$ cat src/rtl/cdc_handshake_tx.sv
// -----------------------------------------------------------------------------
// cdc_handshake_tx
// Source-domain half of a req/ack clock-domain-crossing handshake. A word is
// accepted from local logic over valid/ready, held on o_data for the whole
// handshake, and announced to the destination domain through o_req. The
// asynchronous acknowledge i_ack is brought into i_clk through an internal
// ff_synchronizer. o_data only changes while o_req is idle, so the receiver
// can sample it directly once its synchronized view of o_req has changed.
//
// Build option:
//   CDC_HS_TX_TWO_PHASE_EN  undefined -> four-phase (return-to-zero) protocol
//                           defined   -> two-phase (toggle) protocol
//
// Parameters:
//   G_DATA_WIDTH  width of the transferred word
//   G_STAGES      depth of the i_ack synchronizer, must be >= 2
//
// Ports:
//   i_clk    source-domain clock
//   i_rst    synchronous active-high reset
//   i_valid  local logic offers i_data
//   o_ready  block can accept a word (FSM idle)
//   i_data   word to transfer
//   o_req    registered request to the destination domain
//   o_data   registered word, stable from accept until o_done
//   i_ack    asynchronous acknowledge from the destination domain
//   o_done   one-cycle pulse when the handshake completes
// -----------------------------------------------------------------------------

// Plain flip-flop chain synchronizer. Output lags the input by G_STAGES edges.
module ff_synchronizer #(
   parameter int G_STAGES = 2
) (
   input  logic i_clk,
   input  logic i_rst,
   input  logic i_d,
   output logic o_q
);

   logic [G_STAGES-1:0] sync_reg;

   genvar gi;
   generate
      for (gi = 0; gi < G_STAGES; gi++) begin : g_stage
         if (gi == 0) begin : g_first
            always_ff @(posedge i_clk) begin
               if (i_rst) sync_reg[gi] <= 1'b0;
               else       sync_reg[gi] <= i_d;
            end
         end else begin : g_rest
            always_ff @(posedge i_clk) begin
               if (i_rst) sync_reg[gi] <= 1'b0;
               else       sync_reg[gi] <= sync_reg[gi-1];
            end
         end
      end
   endgenerate

   assign o_q = sync_reg[G_STAGES-1];

endmodule

module cdc_handshake_tx #(
   parameter int G_DATA_WIDTH = 8,
   parameter int G_STAGES     = 2
) (
   input  logic                    i_clk,
   input  logic                    i_rst,
   input  logic                    i_valid,
   output logic                    o_ready,
   input  logic [G_DATA_WIDTH-1:0] i_data,
   output logic                    o_req,
   output logic [G_DATA_WIDTH-1:0] o_data,
   input  logic                    i_ack,
   output logic                    o_done
);

`ifdef CDC_HS_TX_TWO_PHASE_EN
   typedef enum logic {
      ST_IDLE = 1'b0,
      ST_WAIT = 1'b1
   } state_t;
`else
   typedef enum logic [1:0] {
      ST_IDLE    = 2'd0,
      ST_REQ     = 2'd1,
      ST_ACK_LOW = 2'd2
   } state_t;
`endif

   state_t                  state_reg, state_next;
   logic                    req_reg, req_next;
   logic                    done_reg, done_next;
   logic [G_DATA_WIDTH-1:0] data_reg;
   logic                    ack_s;
   logic                    accept;

   ff_synchronizer #(
      .G_STAGES (G_STAGES)
   ) u_ack_sync (
      .i_clk (i_clk),
      .i_rst (i_rst),
      .i_d   (i_ack),
      .o_q   (ack_s)
   );

   // Ready is decoded from the state register only, so there is no
   // combinational path from any input to o_ready.
   assign accept = i_valid && (state_reg == ST_IDLE);

   always_ff @(posedge i_clk) begin
      if (i_rst) begin
         state_reg <= ST_IDLE;
         req_reg   <= 1'b0;
         done_reg  <= 1'b0;
      end else begin
         state_reg <= state_next;
         req_reg   <= req_next;
         done_reg  <= done_next;
      end
   end

   // The word is captured only on accept; it is the quasi-static bus the
   // destination samples, so it must not move during the handshake.
   always_ff @(posedge i_clk) begin
      if (i_rst)       data_reg <= '0;
      else if (accept) data_reg <= i_data;
   end

   always_comb begin
      state_next = state_reg;
      req_next   = req_reg;
      done_next  = 1'b0;
`ifdef CDC_HS_TX_TWO_PHASE_EN
      case (state_reg)
         ST_IDLE: begin
            if (accept) begin
               req_next   = ~req_reg;
               state_next = ST_WAIT;
            end
         end
         ST_WAIT: begin
            // The destination echoes the request level once it has the word.
            if (ack_s == req_reg) begin
               done_next  = 1'b1;
               state_next = ST_IDLE;
            end
         end
         default: begin
            state_next = ST_IDLE;
         end
      endcase
`else
      case (state_reg)
         ST_IDLE: begin
            if (accept) begin
               req_next   = 1'b1;
               state_next = ST_REQ;
            end
         end
         ST_REQ: begin
            // Only the awaited level matters; ack activity in other
            // phases is deliberately ignored.
            if (ack_s) begin
               req_next   = 1'b0;
               state_next = ST_ACK_LOW;
            end
         end
         ST_ACK_LOW: begin
            if (!ack_s) begin
               done_next  = 1'b1;
               state_next = ST_IDLE;
            end
         end
         default: begin
            req_next   = 1'b0;
            state_next = ST_IDLE;
         end
      endcase
`endif
   end

   assign o_ready = (state_reg == ST_IDLE);
   assign o_req   = req_reg;
   assign o_data  = data_reg;
   assign o_done  = done_reg;

endmodule
$ cat config.mk
export PLATFORM = sky130hd
export DESIGN_NAME = cdc_handshake_tx
export DESIGN_NICKNAME = d
export VERILOG_FILES = /design/src/rtl/cdc_handshake_tx.sv
export SDC_FILE = /design/constraint.sdc
export NUM_CORES = 1
export LEC_CHECK = 0
export ABC_CLOCK_PERIOD_IN_PS = 2050
export CORE_AREA = 2 2 39 41
export DETAILED_ROUTE_END_ITERATION = 10
export DIE_AREA = 0 0 41 43
export DONT_BUFFER_PORTS = 1
export MAX_ROUTING_LAYER = met4
export PLACE_DENSITY_LB_ADDON = 0.3
export SLEW_MARGIN = 0
export SYNTH_ARGS = -nofsm -noshare
export SYNTH_HDL_FRONTEND = slang
export SYNTH_SLANG_ARGS = --single-unit
$ cat constraint.sdc
create_clock -name i_clk -period 2.05 [get_ports i_clk]
set_input_delay 0.41 -clock i_clk [delete_from_list [all_inputs] [get_ports i_clk]]
set_output_delay 0.41 -clock i_clk [all_outputs]
set_load 0.005 [all_outputs]
==> summary.md, run 1 <==
| Metric | Value |
|---|---|
| Flip-flop count of the largest register, all copies and words added | 8 |
| Outcome | finished clean |
| Switching power as a share of total power | 0.2278 |
| Standard cell core area | 1384 um2 |
| Async set-reset flop share out of synthesis | 0 |
| Starting density of the core | 0.3671 |
| Finished Core Util | 0.3788 |
| DRC violations left | 0 |
| Worst Tran Pin Value | 505.9 ps |
| Max-slew violations | 0 |
| Leakage component of the power | 0.1907 nW |
| Final HPWL DP | 632.7 um |
| Largest net degree at the start of global routing | 16 |
| Final critical-path required period | 1266 ps |
| Largest buffer count on any clock path | 2 |
| Overall via count from detail_route | 362 |
| Buffering stage count on the worst path with inverters included | 0 |
| Power density relative to cell area | 916.0 nW/um2 |
| Primary FF master, synth | sky130_fd_sc_hd__dfxtp_1 |
| Total inserted antenna cells | 0 |
| Number of detailed-routing iterations run before antenna repair | 3 |
| Hold Crit Class | in -> reg |
| Number of synthesized flops with an enable pin | 0 |
| Portion of total power attributed to combinational logic | 0.066 |
| # resized after CTS | 0 |
| Total wire length after detailed routing | 900 um |
| Sinks on the clock net | 14 |
| Ranking of synthesized cells by area | sky130_fd_sc_hd__dfxtp_1 55%, sky130_fd_sc_hd__nand2_1 12%, sky130_fd_sc_hd__a21oi_1 8.9%, sky130_fd_sc_hd__buf_6 4.4%, sky130_fd_sc_hd__nor2b_1 2.5% |
| Capturing element type of the critical path | output pin |
| Final Hold Viols | 0 |
| P_sw | 0.1094 mW |
| Count of input and output buffers | 0 |
| Mapped Avg Cell Area | 8.912 um2 |
| Post-Route Setup TNS | 0 ps |
| Syn. warnings | 0 |
| FF+latch count, synth | 14 |
| RSZ-0062 raised after global routing | no |
| Vias in the first global route | 308 |
| Count of standard-cell rows | 14 |
| Fin Hold WS | 195.3 ps |
| Synthesized area | 508.0 um2 |
| Critical-path cell list | nor2_1 |
| Area growth from synthesis to layout | 3.202% |
| Antenna violation net count after detailed routing | 0 |
| CTS tree | done |
| Proportion of layout cells with a drive suffix above 1 | 0.07018 |
| Synth top area share | 0.5517 |
| Clock insertion delay at the later pin of the skew report | 270 ps |
| Initial antenna violation count | 0 |
| Cell Count Post-Placement | 70 |
| Most instantiated cells after synthesis | 16 x sky130_fd_sc_hd__nand2_1, 14 x sky130_fd_sc_hd__dfxtp_1, 9 x sky130_fd_sc_hd__a21oi_1 |
| Total number of nets in the final design | 71 |
| Number of violations of the max-capacitance limit | 0 |
| Mean routed wirelength per cell | 12.33 um |
| Number of distinct standard cells referenced by the synthesized netlist | 16 |
| Most frequent cell after synthesis | sky130_fd_sc_hd__nand2_1 |
| Clock slew at reported path FFs | 80 ps |
| Crit-path max FO | 7 |
| Drt first-iter violations | 6 |
| Area of the multi-input gates | 193.9 um2 |
| CTS HTree Levels | 1 |
| Biggest area consumer among synthesized cells | sky130_fd_sc_hd__dfxtp_1 |
| X dimension of the die | 41 um |
| Wire length of the first global-routing pass | 1304 um |
| Cells after Synth | 57 |
| Slowest stage cell, crit path | sky130_fd_sc_hd__dfxtp_1 |
| Startpoint-to-endpoint class of the critical path | reg -> out |
| Setup slack of the critical path after layout | 784.3 ps |
| Worst path top cell family by delay | flip-flops |
| Fill cell instance count of the final layout | 151 |
| Highest cell delay on the worst timing path | 480 ps |
| CTS buffer count | 3 |
| Final critical-path share of the clock period | 0.6174 |
| Global placement routability congestion | 0.7254 |
| Die Area | 1763 um2 |
| Max IR drop VDD | 0.0004150 V |
| FF/Latch Area | 280.3 um2 |
| GRT Overall Usage | 0.1181 |
| Hold-fix buffers at CTS | 0 |
| Launching element type of the critical path | flip-flop |
| Sequential share of power | 0.629 |
| Arrival time at the worst endpoint | 860 ps |
| Clock tree root buffer cell | sky130_fd_sc_hd__clkbuf_4 |
| Final setup violation count | 0 |
| Cell-internal power | 0.3708 mW |
| Data required time of the critical path | 1640 ps |
| Worst slack after detailed placement | 850.6 ps |
| Proportion of power drawn by the clock network | 0.305 |
| Ports placed on the boundary | 23 |
| Number of nets in the synthesized netlist | 69 |
| Final non-filler cell total | 73 |
| Y dimension of the die | 43 um |
| DR vias/cell | 4.959 |
| Max Clock Skew | 4.445 ps |
| Remaining global-route overflow | 0 |
| Worst max-slew margin expressed relative to the limit | 0.6613 |
| Proportion of synthesized chip area in sequential cells | 0.5517 |
| Post-CTS setup buffers | 0 |
| Peak clock frequency supported by timing | 790.1 MHz |
[metal layers]
metal,global-route usage,vias to the layer above,part of all wire
met5,-,-,0
met4,0.06000,0,0.011
met3,0.08377,2,0.11
met2,0.1531,16,0.42
met1,0.1316,156,0.46
li1,-,188,-
[cell type report]
type                    count  area share
clock buffers               3     0.04296
multi-input cells          38      0.3699
well taps                  16     0.03819
flip-flops and latches     14      0.5346
inverters                   2     0.01432
[layout by cell type (no fill, tap or decap)]
cell	synthesis	layout
sky130_fd_sc_hd__a21oi_1	9	9
sky130_fd_sc_hd__dfxtp_1	14	14
sky130_fd_sc_hd__or3b_1	1	1
sky130_fd_sc_hd__xnor2_1	1	1
sky130_fd_sc_hd__nor2_1	2	2
sky130_fd_sc_hd__nor2b_1	2	2
sky130_fd_sc_hd__nor3b_2	1	1
sky130_fd_sc_hd__o31ai_1	1	1
sky130_fd_sc_hd__nor4_1	1	1
sky130_fd_sc_hd__nand3_1	1	1
sky130_fd_sc_hd__inv_1	2	2
sky130_fd_sc_hd__mux2i_1	1	1
sky130_fd_sc_hd__clkbuf_4	0	3
sky130_fd_sc_hd__nand2_1	16	16
sky130_fd_sc_hd__nor3_1	2	2
[through the flow]
step | power (mW) | area (um2)
after floorplan | 0.3418 | 508.0
after global placement | 0.3402 | 501.7
after detailed placement | 0.3410 | 501.7
after CTS | 0.4894 | 524.3
after global routing | 0.5060 | 524.3
final | 0.4802 | 524.3
[logic make-up after synthesis]
logic type | after synthesis | share of synthesized area
and+or+nand+nor | 26 | 0.2414
DFF | 14 | 0.5517
AOI/OAI and AO/OA | 10 | 0.1034
buffers and inverters | 5 | 0.06650
xor gates and xnor gates | 1 | 0.01724
muxes | 1 | 0.01971
[path summary, 6_finish.rpt]
| check | from | end | slack, ps | cells past startpoint |
|---|---|---|---|---|
| min reg2reg | u_ack_sync.sync_reg[0]$_SDFF_PP0_ | u_ack_sync.o_q$_SDFF_PP0_ | 440 | 1 |
| min | i_rst | o_data[7]$_SDFFE_PP0P_ | 200 | 1 |
| max reg2reg | state_reg[0]$_SDFFE_PP0P_ | o_data[3]$_SDFFE_PP0P_ | 860 | 3 |
| max | state_reg[0]$_SDFFE_PP0P_ | o_ready | 780 | 1 |
[power groups by stage]
stage	sequential, mW	combinational (mW)	clock (mW)
6_report	0.302	0.0317	0.146
4_1_cts	0.302	0.0325	0.155
2_1_floorplan	0.303	0.0387	0
3_5_place_dp	0.309	0.0322	0
3_3_place_gp	0.308	0.0320	0
5_1_grt	0.305	0.0370	0.164
(Power assumes the default switching activity.)
==> inputs of run 2 (changes only) <==
Settings changed: ABC_CLOCK_PERIOD_IN_PS 2050 to 1280.
Clock period 2.05 ns to 1.28 ns, I/O delays scaled along.
==> run 2 against run 1 <==
Net effect:
- core utilization up 1.6 points
- clock power up 58%
- hold slack worse by 150 ps
- largest power group unchanged
- non-clock buffer count up 3
- highest routed layer unchanged
- first-iteration DRC count up 33%
- clock skew up 0.92 ps
- combinational power up 100%
==> summary.md, run 2 (synthesized netlist as in run 1, its figures left out) <==
| Metric | Value |
|---|---|
| Clock slew at reported path FFs | 80 ps (about the same) |
| Post-CTS setup buffers | 0 (unchanged) |
| Finished Core Util | 0.3951 (+0.01628) |
| Slowest stage cell, crit path | sky130_fd_sc_hd__dfxtp_1 |
| Standard cell core area | 1384 um2 (unchanged) |
| Power density relative to cell area | 1414 nW/um2 (+54%) |
| Max-slew violations | 0 (unchanged) |
| Max Clock Skew | 5.361 ps (+0.9162 ps) |
| Total number of nets in the final design | 74 (+4.2%) |
| GRT Overall Usage | 0.1186 (+0.0004220) |
| Final critical-path required period | 1140 ps |
| Proportion of layout cells with a drive suffix above 1 | 0.1167 (+0.04649) |
| Worst Tran Pin Value | 267.9 ps (-237.9 ps) |
| Antenna violation net count after detailed routing | 0 (unchanged) |
| FF/Latch Area | 280.3 um2 (unchanged) |
| Flip-flop count of the largest register, all copies and words added | 8 (unchanged) |
| Largest net degree at the start of global routing | 16 (unchanged) |
| Area of the multi-input gates | 193.9 um2 (unchanged) |
| CTS buffer count | 3 (unchanged) |
| RSZ-0062 raised after global routing | no |
| Worst max-slew margin expressed relative to the limit | 0.8214 (+0.1601) |
| Count of input and output buffers | 0 (unchanged) |
| DR vias/cell | 4.895 (-1.3%) |
| Number of violations of the max-capacitance limit | 0 (unchanged) |
| Cell Count Post-Placement | 73 (+4.3%) |
| Startpoint-to-endpoint class of the critical path | reg -> out |
| Crit-path max FO | 6 (-1) |
| Total length of routed met3 wires | 94 um (-3.1%) |
| Post-Route Setup TNS | 0 ps (unchanged) |
| Clock insertion delay at the later pin of the skew report | 270 ps (about the same) |
| Overall via count from detail_route | 372 (+2.8%) |
| Fill cell instance count of the final layout | 149 (-1.3%) |
| Final setup violation count | 0 (unchanged) |
| Total inserted antenna cells | 0 (unchanged) |
| Max IR drop VDD | 0.0005236 V (+26%) |
| Ports placed on the boundary | 23 (unchanged) |
| Starting density of the core | 0.3671 (unchanged) |
| Top library cells by usage in the layout, fill and taps aside | 16 x sky130_fd_sc_hd__nand2_1, 14 x sky130_fd_sc_hd__dfxtp_1, 9 x sky130_fd_sc_hd__a21oi_1 |
| Outcome | finished clean |
| DRC violations left | 0 (unchanged) |
| Remaining global-route overflow | 0 (unchanged) |
| Total wire length after detailed routing | 895 um (-0.56%) |
| Y dimension of the die | 43 um (unchanged) |
| Clock tree root buffer cell | sky130_fd_sc_hd__clkbuf_4 |
| R2R depth | 3 (unchanged) |
| Final non-filler cell total | 76 (+4.1%) |
| Vias in the first global route | 326 (+5.8%) |
| Largest buffer count on any clock path | 2 (unchanged) |
| Final critical-path share of the clock period | 0.8903 |
| Final Hold Viols | 0 (unchanged) |
| Number of detailed-routing iterations run before antenna repair | 3 (unchanged) |
| Most common cell after layout, fill and taps aside | sky130_fd_sc_hd__nand2_1 |
| Peak clock frequency supported by timing | 877.5 MHz |
| Hold-fix buffers at CTS | 0 (unchanged) |
| Top routing layer in use | met4 |
| Capturing element type of the critical path | output pin |
| Hold Crit Class | in -> reg |
| Hold Path Stages | 1 (unchanged) |
| Initial antenna violation count | 0 (unchanged) |
| Worst path top cell family by delay | flip-flops |
| Wire length of the first global-routing pass | 1338 um (+2.6%) |
| Die Area | 1763 um2 (unchanged) |
| Highest cell delay on the worst timing path | 310 ps (-170 ps) |
| Sinks on the clock net | 14 (unchanged) |
| Path length in cells of the critical path | 2 (+1) |
| Data required time of the critical path | 1020 ps (-620 ps) |
| Drt first-iter violations | 8 (+2) |
| Leakage component of the power | 0.2062 nW (+8.1%) |
| Launching element type of the critical path | flip-flop |
| CTS HTree Levels | 1 (unchanged) |
| Met1 Wirelength | 413 um (-0.24%) |
| # resized after CTS | 0 (unchanged) |
| Detail Route met2 WL | 375 um (-0.79%) |
| X dimension of the die | 41 um (unchanged) |
| Arrival time at the worst endpoint | 880 ps (+20 ps) |
| Buffering stage count on the worst path with inverters included | 1 (+1) |
| Area growth from synthesis to layout | 7.635% |
| Global placement routability congestion | 0.6743 (-7.0%) |
| Count of standard-cell rows | 14 (unchanged) |
| Critical-path cell list | buf_4, nor2_1 |
| CTS tree | done |
| Mean routed wirelength per cell | 11.78 um (-4.5%) |
==> run 2: changes by cell type in the layout (fill, tap and decap cells not counted) <==
cell	change
sky130_fd_sc_hd__buf_4	+3
==> run 2: area by class of cell <==
| cell class | count | share of cell area |
|---|---|---|
| sequential | 14 | 0.5126 |
| multi-input combinational | 38 | 0.3547 |
| clock buffer | 3 | 0.04119 |
| timing repair buffer | 3 | 0.04119 |
| tap | 16 | 0.03661 |
| inverter | 2 | 0.01373 |
==> run 2: power by group <==
part	internal (mW)	switching, mW	leakage [nW]	total (mW)
Clock	0.109	0.122	0.0138	0.230
Combinational	0.0307	0.0338	0.0773	0.0646
Sequential	0.461	0.0168	0.115	0.478
Total	0.601	0.172	0.206	0.773
==> run 2: path summary, 6_finish.rpt <==
path                                     startpoint                         to  slack, ps
hold / removal                                i_rst     o_data[6]$_SDFFE_PP0P_         50
setup / recovery          state_reg[0]$_SDFFE_PP0P_                    o_ready        140
hold reg to reg   u_ack_sync.sync_reg[0]$_SDFF_PP0_  u_ack_sync.o_q$_SDFF_PP0_        440
setup reg to reg          state_reg[0]$_SDFFE_PP0P_     o_data[2]$_SDFFE_PP0P_        160
==> run 2: layer usage <==
layer / vias to the layer above / GRT usage
li1: 194 / -
met1: 157 / 0.1294
met2: 19 / 0.1594
met3: 2 / 0.07853
met4: 0 / 0.06000
met5: - / -
==> run 2: through the flow <==
stage | power (mW) | setup slack [ps] | hold slack (ps) | cell area, um2
finish | 0.7729 | 140.4 | 47.02 | 546.8
global route | 0.8208 | 83.70 | 20.22 | 546.8
CTS | 0.7875 | 119.2 | 33.93 | 546.8
detailed placement | 0.5537 | 174.0 | 328.6 | 524.3
global placement | 0.5515 | 209.3 | 327.0 | 524.3
floorplan | 0.5475 | 124.1 | 327.6 | 508.0
==> inputs of run 3 (changes only) <==
Settings changed: MAX_ROUTING_LAYER met4 to unset.
==> run 3 against run 2 <==
Net effect:
- power about the same
- highest routed layer unchanged
- clock-buffer cell count unchanged
- first-iteration DRC count fell by 50%
- clock skew hardly changed
- die area did not move
- hold slack improved by 1.0 ps
- critical path depth stayed put
- critical endpoint unchanged
- cell count unchanged
- largest cell class unchanged
- fmax about the same
==> summary.md, run 3 (synthesized netlist as in run 1, its figures left out) <==
| Metric | Value |
|---|---|
| Startpoint of the lowest-slack register-to-register path | state_reg[0]$_SDFFE_PP0P_ |
| GRT Overall Usage | 0.1167 (-0.001856) |
| X dimension of the die | 41 um (unchanged) |
| Number of violations of the max-capacitance limit | 0 (unchanged) |
| Largest net degree at the start of global routing | 16 (unchanged) |
| Slowest stage cell, crit path | sky130_fd_sc_hd__dfxtp_1 |
| Met1 Wirelength | 427 um (+3.4%) |
| Top routing layer in use | met4 |
| Portion of total power attributed to combinational logic | 0.083 (about the same) |
| Worst setup path startpoint | state_reg[0]$_SDFFE_PP0P_ |
| Sequential share of power | 0.618 (about the same) |
| Drt first-iter violations | 4 (-4) |
| Mean routed wirelength per cell | 11.78 um (unchanged) |
| Count of input and output buffers | 0 (unchanged) |
| Hold Crit Class | in -> reg |
| Post-placement cell area | 524.3 um2 (unchanged) |
| Highest cell delay on the worst timing path | 310 ps (about the same) |
| Antenna violation net count after detailed routing | 0 (unchanged) |
| Setup slack of the critical path after layout | 140.8 ps (+0.3360 ps) |
| Fill cell instance count of the final layout | 149 (unchanged) |
| Wire length of the first global-routing pass | 1345 um (+0.52%) |
| Cell Count Post-Placement | 73 (unchanged) |
| Clock tree root buffer cell | sky130_fd_sc_hd__clkbuf_4 |
| Max IR drop VDD | 0.0005242 V (+0.12%) |
| Area growth from synthesis to layout | 7.635% (unchanged) |
| Number of detailed-routing iterations run before antenna repair | 3 (unchanged) |
| Max Clock Skew | 5.610 ps (+0.2486 ps) |
| Crit-path max FO | 6 (unchanged) |
| Largest buffer count on any clock path | 2 (unchanged) |
| Design Area, Final | 546.8 um2 (unchanged) |
| Proportion of layout cells with a drive suffix above 1 | 0.1167 (unchanged) |
| Data required time of the critical path | 1020 ps (about the same) |
| Ports placed on the boundary | 23 (unchanged) |
| Final critical-path share of the clock period | 0.8900 (about the same) |
| Count of standard-cell rows | 14 (unchanged) |
| Global placement routability congestion | 0.6679 (-0.95%) |
| Post-CTS setup buffers | 0 (unchanged) |
| Final critical-path required period | 1139 ps (-0.3360 ps) |
| Top library cells by usage in the layout, fill and taps aside | 16 x sky130_fd_sc_hd__nand2_1, 14 x sky130_fd_sc_hd__dfxtp_1, 9 x sky130_fd_sc_hd__a21oi_1 |
| Arrival time at the worst endpoint | 880 ps (about the same) |
| CTS tree | done |
| Capturing element type of the critical path | output pin |
| RSZ-0062 raised after global routing | no |
| Critical-path cell list | buf_4, nor2_1 |
| P_sw | 0.1722 mW (about the same) |
| Starting density of the core | 0.3671 (unchanged) |
| Capturing element of the worst setup path | o_ready |
| Buffering stage count on the worst path with inverters included | 1 (unchanged) |
| Worst reg-to-reg setup slack | 160 ps (about the same) |
| Standard cell core area | 1384 um2 (unchanged) |
| Launching element type of the critical path | flip-flop |
| Fin Hold WS | 48.02 ps (+1.009 ps) |
| # resized after CTS | 0 (unchanged) |
| CTS HTree Levels | 1 (unchanged) |
| Switching power as a share of total power | 0.2228 (about the same) |
| Cell-internal power | 0.6006 mW (about the same) |
| DRC violations left | 0 (unchanged) |
| Leakage component of the power | 0.2062 nW (unchanged) |
| Clock slew at reported path FFs | 80 ps (about the same) |
| Clock insertion delay at the later pin of the skew report | 270 ps (about the same) |
| DR vias/cell | 4.882 (-0.27%) |
| Peak clock frequency supported by timing | 877.8 MHz (about the same) |
| Die Area | 1763 um2 (unchanged) |
| Final Hold Viols | 0 (unchanged) |
| Startpoint-to-endpoint class of the critical path | reg -> out |
| Worst path top cell family by delay | flip-flops |
| Flip-flop count of the largest register, all copies and words added | 8 (unchanged) |
| Detail Route met2 WL | 371 um (-1.1%) |
| Total inserted antenna cells | 0 (unchanged) |
| Worst max-slew margin expressed relative to the limit | 0.8213 (about the same) |
| Power density relative to cell area | 1413 nW/um2 (about the same) |
| Sinks on the clock net | 14 (unchanged) |
| Hold-fix buffers at CTS | 0 (unchanged) |
| Y dimension of the die | 43 um (unchanged) |
| CTS buffer count | 3 (unchanged) |
| Total number of nets in the final design | 74 (unchanged) |
| Final setup violation count | 0 (unchanged) |
| Max-slew violations | 0 (unchanged) |
| Total wire length after detailed routing | 895 um (unchanged) |
| FF/Latch Area | 280.3 um2 (unchanged) |
| Path length in cells of the critical path | 2 (unchanged) |
| Outcome | finished clean |
| Worst slack after detailed placement | 174.0 ps (unchanged) |
| R2R depth | 3 (unchanged) |
| Proportion of power drawn by the clock network | 0.298 (about the same) |
| Post-Route Setup TNS | 0 ps (unchanged) |
| Remaining global-route overflow | 0 (unchanged) |
| Final non-filler cell total | 76 (unchanged) |
| Overall via count from detail_route | 371 (-0.27%) |
| Total length of routed met3 wires | 85 um (-9.6%) |
| Area of the multi-input gates | 193.9 um2 (unchanged) |
| Most common cell after layout, fill and taps aside | sky130_fd_sc_hd__nand2_1 |
| Endpoint of the worst register-to-register path | o_data[2]$_SDFFE_PP0P_ |
| Vias in the first global route | 321 (-1.5%) |
| Worst Tran Pin Value | 268.0 ps (+0.08774 ps) |
| Initial antenna violation count | 0 (unchanged) |
==> run 3: final cells by class <==
cell class	instances	share of cell area
clock buffer	3	0.04119
inverter	2	0.01373
multi-input combinational	38	0.3547
sequential	14	0.5126
tap	16	0.03661
timing repair buffer	3	0.04119
==> run 3: worst min-delay path by stage <==
stage	start	end	slack [ps]	depth (start not counted)
final	i_rst	o_data[6]$_SDFFE_PP0P_	50	1
after global routing	i_rst	u_ack_sync.sync_reg[0]$_SDFF_PP0_	20	1
after CTS	i_rst	o_data[6]$_SDFFE_PP0P_	30	1
after detailed placement	i_rst	o_data[1]$_SDFFE_PP0P_	330	1
after global placement	i_rst	o_data[4]$_SDFFE_PP0P_	330	1
after floorplan	i_rst	u_ack_sync.o_q$_SDFF_PP0_	330	1
==> run 3: worst register-to-register path, stage by stage (launching register included) <==
cell and delay [ps]:
sky130_fd_sc_hd__dfxtp_1 310, sky130_fd_sc_hd__or3b_1 510, sky130_fd_sc_hd__nand2_1 130, sky130_fd_sc_hd__a21oi_1 70
==> run 3: power groups by stage <==
stage | clock network [mW] | registers, mW | logic, mW
after global placement | 0 | 0.488 | 0.0632
after CTS | 0.244 | 0.479 | 0.0650
after detailed placement | 0 | 0.489 | 0.0648
after floorplan | 0 | 0.485 | 0.0620
final | 0.230 | 0.478 | 0.0645
after global routing | 0.265 | 0.483 | 0.0724
==> run 3: per-stage QoR <==
step	power, mW	utilization
2_1_floorplan	0.5475	-
3_3_place_gp	0.5515	0.3788
3_5_place_dp	0.5537	0.3788
4_1_cts	0.7875	0.3951
5_1_grt	0.8208	0.3951
6_report	0.7728	0.3951
==> run 3: layer usage <==
metal | up-vias | global-route usage
met4 | 0 | 0.06000
met3 | 2 | 0.07853
met2 | 18 | 0.1563
met1 | 157 | 0.1359
li1 | 194 | -
met5 | - | 0
